File: config.mk
export PLATFORM = sky130hd
export DESIGN_NAME = serial_sub_ctrl_flat
export DESIGN_NICKNAME = d
export VERILOG_FILES = /design/src/rtl/serial_sub_pkg.sv /design/src/rtl/serial_sub_ctrl_if.sv /design/src/rtl/full_subtractor.sv /design/src/rtl/serial_sub_ctrl.sv /design/src/flat_wrapper.sv
export SDC_FILE = /design/constraint.sdc
export NUM_CORES = 1
export LEC_CHECK = 0
export CAP_MARGIN = 20
export CORE_MARGIN = 10
export CORE_UTILIZATION = 54
export DETAILED_ROUTE_END_ITERATION = 16
export PLACE_DENSITY = 0.83
export SETUP_SLACK_MARGIN = 0.05
export SYNTH_ARGS = -nofsm -noshare
export SYNTH_HDL_FRONTEND = slang
export SYNTH_HIERARCHICAL = 1
export SYNTH_SLANG_ARGS = --single-unit
File: constraint.sdc
create_clock -name clk -period 3.3 [get_ports clk]
set_clock_uncertainty 0.15 [all_clocks]
set_input_delay 0.99 -clock clk [delete_from_list [all_inputs] [get_ports clk]]
set_output_delay 0.99 -clock clk [all_outputs]
set_load 0.1 [all_outputs]
File: src/rtl/serial_sub_pkg.sv
// Shared types and constants for the bit-serial subtractor controller.
package serial_sub_pkg;

    localparam int DEFAULT_WIDTH = 8;

    typedef enum logic [1:0] {
        IDLE  = 2'd0,
        SHIFT = 2'd1,
        DONE  = 2'd2
    } state_t;

    // Counter must be able to hold the value WIDTH.
    function automatic int cnt_width(input int width);
        return $clog2(width + 1);
    endfunction

endpackage

File: src/rtl/serial_sub_ctrl_if.sv
// Request/result bundle for serial_sub_ctrl; zero flag present only with SERIAL_SUB_ZERO_FLAG_EN.
interface serial_sub_ctrl_if
    import serial_sub_pkg::*;
#(
    parameter int WIDTH = DEFAULT_WIDTH
);
    logic             start;
    logic [WIDTH-1:0] a;
    logic [WIDTH-1:0] b;
    logic             busy;
    logic             done;
    logic [WIDTH-1:0] diff;
    logic             borrow;
`ifdef SERIAL_SUB_ZERO_FLAG_EN
    logic             zero;

    modport master (output start, a, b, input busy, done, diff, borrow, zero);
    modport slave  (input start, a, b, output busy, done, diff, borrow, zero);
`else
    modport master (output start, a, b, input busy, done, diff, borrow);
    modport slave  (input start, a, b, output busy, done, diff, borrow);
`endif
endinterface

File: src/rtl/full_subtractor.sv
// One-bit full subtractor: a - b - bin.
module full_subtractor (
    input  logic a,
    input  logic b,
    input  logic bin,
    output logic diff,
    output logic bout
);
    assign diff = a ^ b ^ bin;
    assign bout = (~a & b) | (~(a ^ b) & bin);
endmodule

File: src/rtl/serial_sub_ctrl.sv
// Bit-serial subtractor: diff = a - b mod 2^WIDTH, one bit per clock, LSB first.
// Optional zero-result flag enabled by SERIAL_SUB_ZERO_FLAG_EN.
//
// state | meaning
// IDLE  | waiting for start; operands captured on accept
// SHIFT | one full-subtractor step per clock, WIDTH steps
// DONE  | result valid, done pulses for this one cycle
module serial_sub_ctrl
    import serial_sub_pkg::*;
#(
    parameter int WIDTH = DEFAULT_WIDTH
) (
    input  logic              clk,
    input  logic              rst_n,
    serial_sub_ctrl_if.slave  bus
);
    localparam int CW = cnt_width(WIDTH);

    state_t           state, next_state;
    logic [CW-1:0]    cnt;
    logic [WIDTH-1:0] a_q, b_q, diff_q;
    logic             br_q, busy_q, done_q;
    logic             d_bit, br_next, last_step;
    logic [WIDTH-1:0] diff_shift;

    full_subtractor u_fs (
        .a    (a_q[0]),
        .b    (b_q[0]),
        .bin  (br_q),
        .diff (d_bit),
        .bout (br_next)
    );

    assign last_step  = (cnt == CW'(WIDTH - 1));
    assign diff_shift = {d_bit, diff_q[WIDTH-1:1]};

    always_ff @(posedge clk or negedge rst_n) begin
        if (!rst_n) state <= IDLE;
        else        state <= next_state;
    end

    always_comb begin
        next_state = state;
        case (state)
            IDLE:    if (bus.start) next_state = SHIFT;
            SHIFT:   if (last_step) next_state = DONE;
            DONE:    next_state = IDLE;
            default: next_state = IDLE;
        endcase
    end

    always_ff @(posedge clk or negedge rst_n) begin
        if (!rst_n) begin
            a_q    <= '0;
            b_q    <= '0;
            diff_q <= '0;
            br_q   <= 1'b0;
            cnt    <= '0;
            busy_q <= 1'b0;
            done_q <= 1'b0;
        end else begin
            busy_q <= (next_state == SHIFT);
            done_q <= (next_state == DONE);
            case (state)
                IDLE: begin
                    if (bus.start) begin
                        a_q    <= bus.a;
                        b_q    <= bus.b;
                        diff_q <= '0;
                        br_q   <= 1'b0;
                        cnt    <= '0;
                    end
                end
                SHIFT: begin
                    a_q    <= a_q >> 1;
                    b_q    <= b_q >> 1;
                    br_q   <= br_next;
                    diff_q <= diff_shift;
                    cnt    <= cnt + CW'(1);
                end
                default: ;
            endcase
        end
    end

`ifdef SERIAL_SUB_ZERO_FLAG_EN
    logic zero_q;

    // Evaluated on the final step so the flag is valid alongside done.
    always_ff @(posedge clk or negedge rst_n) begin
        if (!rst_n) begin
            zero_q <= 1'b0;
        end else if (state == IDLE && bus.start) begin
            zero_q <= 1'b0;
        end else if (state == SHIFT && last_step) begin
            zero_q <= (diff_shift == '0);
        end
    end

    assign bus.zero = zero_q;
`endif

    assign bus.busy   = busy_q;
    assign bus.done   = done_q;
    assign bus.diff   = diff_q;
    assign bus.borrow = br_q;

endmodule

File: src/flat_wrapper.sv
// flat-port wrapper written by rule: the top's interface ports become plain ports
module serial_sub_ctrl_flat import serial_sub_pkg::*;
#(
    parameter int WIDTH = DEFAULT_WIDTH
)
  (clk, rst_n, bus_start, bus_a, bus_b, bus_busy, bus_done, bus_diff, bus_borrow);
  serial_sub_ctrl_if #(.WIDTH(WIDTH)) bus_i ();
  input  logic clk;
  input  logic rst_n;
  input wire logic [$bits(bus_i.start)-1:0] bus_start;
  input wire logic [$bits(bus_i.a)-1:0] bus_a;
  input wire logic [$bits(bus_i.b)-1:0] bus_b;
  output wire logic [$bits(bus_i.busy)-1:0] bus_busy;
  output wire logic [$bits(bus_i.done)-1:0] bus_done;
  output wire logic [$bits(bus_i.diff)-1:0] bus_diff;
  output wire logic [$bits(bus_i.borrow)-1:0] bus_borrow;
  assign bus_i.start = bus_start;
  assign bus_i.a = bus_a;
  assign bus_i.b = bus_b;
  assign bus_busy = bus_i.busy;
  assign bus_done = bus_i.done;
  assign bus_diff = bus_i.diff;
  assign bus_borrow = bus_i.borrow;
  serial_sub_ctrl #(.WIDTH(WIDTH)) u_core (.clk(clk), .rst_n(rst_n), .bus(bus_i));
endmodule
==> impl_results.md <==
* Clock buffer count from CTS at 5
* Post-CTS Repair Setup Buffers at 0
* Pleak at 0.8416 nW
* Initial core utilization at 0.5804
* Syn Area/Cell at between 10 and 15 um2
* Largest net degree at the start of global routing at 34
* Critical Path RT at 3.36 ns
* R2R Setup Slk at ~1.8 ns
* Nets at 194
* Clock Tree Root: clkbuf_4
* Cell area power density at around 1100 nW/um2
* GPL Wtd Cong at between 0.7 and 0.8
* Max-cap viol count at 0
* Post-synthesis sequential area ratio at 0.5641
* Number of DRC markers in iteration 0 at 91
* Clock Tree Buf Depth at 2
* Hold Path Class: flip-flop to flip-flop
* Worst vdd ir at slightly below 1 mV
* CTS-repair resized insts at 0
* Layout cells sized above 1 at 0.1908
* Final setup fails at 0
* First-pass GRT wire length at 4795 um
* Dominant synthesized flop cell: dfrtp_1
* Worst Path Class, Setup: primary input to flip-flop
* Diodes inserted at 0
* Via count at around 1100
* Die width at 72.07 um
* M3 GR Usage at 0.04354
* Core ar. at approximately 2500 um2
* Htree depth at 2
* CP max FO at 30
* # clock sinks at 33
* Row count at 18
* GRT Max-Usage Layer: met2
* Data arrival, critical path at 2.30 ns
* Final core occ at 0.7054
* Final Hold Slack at about 0.36 ns
* CTS Hold Bufs at 0
* Fmax at around 450 MHz
* CP endpoint kind: flip-flop
* Yosys Warn Count at 6
* Worst-margin pin slew at approximately 0.52 ns
* Met2 usage at 0.1895
* Initial antenna violation count at 0
* Final wirelength at slightly below 3000 um
* Post-synth cell types at 24
* Fill cells at about 180
* Met1 GRT Util at 0.1238
* Status: finished, final reports clean
* Hold Startpoint: u_core/bus.diff[6]$_DFFE_PN0P_
* Cell count after synthesis at around 140
* Post-route ant nets at 0
* Dpl cells at about 200
* CTS clk-pin slew, worst paths at 0.09 ns
* Clk_lat worst skew at slightly above 0.3 ns
* Port bufs at 29
* Multi-input gate area at 571.8 um2
* Tmin final at between 2 and 2.5 ns
* Area growth from synthesis to layout at 21.54%
* Avg WL per Cell at 14.57 um
* Crit path largest cell delay at around 0.57 ns
* Grt ovf at 0
* Mapped Area at 1464 um2
* DR DRC count at 0
* Register area at ~830 um2
* Design area at around 1800 um2
* Total GRT Usage at 0.1116
* Ys async rst share at 1.000
* TritonCTS clock tree: built
* Non-Filler Instances at around 200
* Setup TNS at 0 ns
* Hold Vio Cnt, Final at 0
* Seq cells post-synth at 33
* RSZ-0062 raised after global routing: false
* R2r startpoint: u_core/state[1]$_DFF_PN0_
* Vias in the first global route at 1092
* Ports at 30
* Worst-path cell chain: clkdlybuf4s50_1, or3b_4, o22ai_2, nor2_1
* Syn_nets at ~160
* Post-synth EDFFs at 0
* Worst Setup Start Kind: primary input
* Full die area at roughly 5200 um2
* Detailed Place HPWL at 2096 um
* Relative slew slack at 0.6543
* Vias/cell at approximately 5.4
* Die height at slightly above 70 um
* Placed Area at between 1500 and 2000 um2
* Detailed Routing Iterations Pass 1 at 4
* Max Slew Vio Count at 0
* Critical path's slowest cell: or3b_4
* Critical path origin: bus_start
* Final period utilization at 0.6798
==> Yosys cell counts (all sizes together) (2+ instances only) <==
cell type	instances	area [um2]
a21oi	2	10.01
buf	8	55.05
o21ai	2	10.00
nand3	15	75.07
nand2	30	112.6
o22ai	12	150.1
dfrtp	33	825.8
nor2	24	90.09
a22oi	2	15.01
inv	3	11.26
nor3	2	10.01
==> worst paths after layout <==
check                                                  to  cells after the start
max                             u_core/a_q[4]$_DFFE_PN0P_                      4
min                        u_core/bus.diff[5]$_DFFE_PN0P_                      2
max reg2reg                     u_core/cnt[3]$_DFFE_PN0P_                      3
min reg2reg                u_core/bus.diff[5]$_DFFE_PN0P_                      2
max in group asynchronous  u_core/bus.diff[5]$_DFFE_PN0P_                      2
min in group asynchronous       u_core/a_q[3]$_DFFE_PN0P_                      2
==> critical path, delay by kind of cell <==
kind	cells	cell delay [ns]
AO/OA/AOI/OAI	1	0.18
buffers and inverters	1	0.48
AND/OR/NAND/NOR	2	0.64
==> cells in the final DEF (no fill, tap or decap) <==
master	count
o21ba_2	1
and2b_1	1
clkdlybuf4s50_1	18
inv_1	3
nor3b_1	1
o21ai_1	1
mux2i_1	1
nor3_1	2
or3b_4	1
buf_4	13
fa_1	1
nand3_1	15
o21ai_0	1
a21oi_1	2
a22oi_1	2
clkbuf_4	5
nand2b_1	1
nor2_1	24
o22ai_2	12
o21a_1	1
ha_1	1
nand2_1	30
nand4_1	1
clkbuf_1	1
clkbuf_8	1
dfrtp_1	33
==> area by class of cell <==
type	instances	area share
Clock buffer	7	0.03094
Inverter	3	0.006329
Multi-Input combinational cell	99	0.3214
Sequential cell	33	0.4641
Tap cell	30	0.02110
Timing Repair Buffer	31	0.1561
==> through the flow <==
step / power, W / worst slack [ns]
floorplan: 0.001601 / 1.249
global placement: 0.001778 / 0.7598
detailed placement: 0.001825 / 0.7245
CTS: 0.002041 / 1.067
global route: 0.002152 / 1.039
finish: 0.002029 / 1.057
==> power by group <==
group / total, W / leakage, nW / internal (W) / switching, W
Sequential: 0.000726 / 0.402 / 0.000590 / 0.000135
Combinational: 0.00109 / 0.408 / 0.000328 / 0.000758
Clock: 0.000218 / 0.0314 / 0.000101 / 0.000117
==> cell families after synthesis <==
logic type	count (synthesis)	synth area share
flip-flops	33	0.5641
multiplexers	1	0.006838
adder cells (fa/ha/maj)	2	0.02222
buffers and inverters	11	0.04530
AO/OA/AOI/OAI	20	0.1385
AND/OR/NAND/NOR	76	0.2231
==> flip-flops by register name (all words and copies together) (netlist names) <==
signal / count
u_core/cnt: 4
u_core/bus.diff: 8
u_core/b_q: 8
u_core/bus.done: 1
u_core/bus.busy: 1
u_core/a_q: 8
u_core/state: 2
u_core/bus.borrow: 1
==> metal layers <==
metal  wire length [um]  up-vias
met3                186        2
met2               1443       21
met4                 13        0
li1                   -      536
met1               1315      540
met5                  0        -
Note: power is estimated with default switching activity, not from simulation.
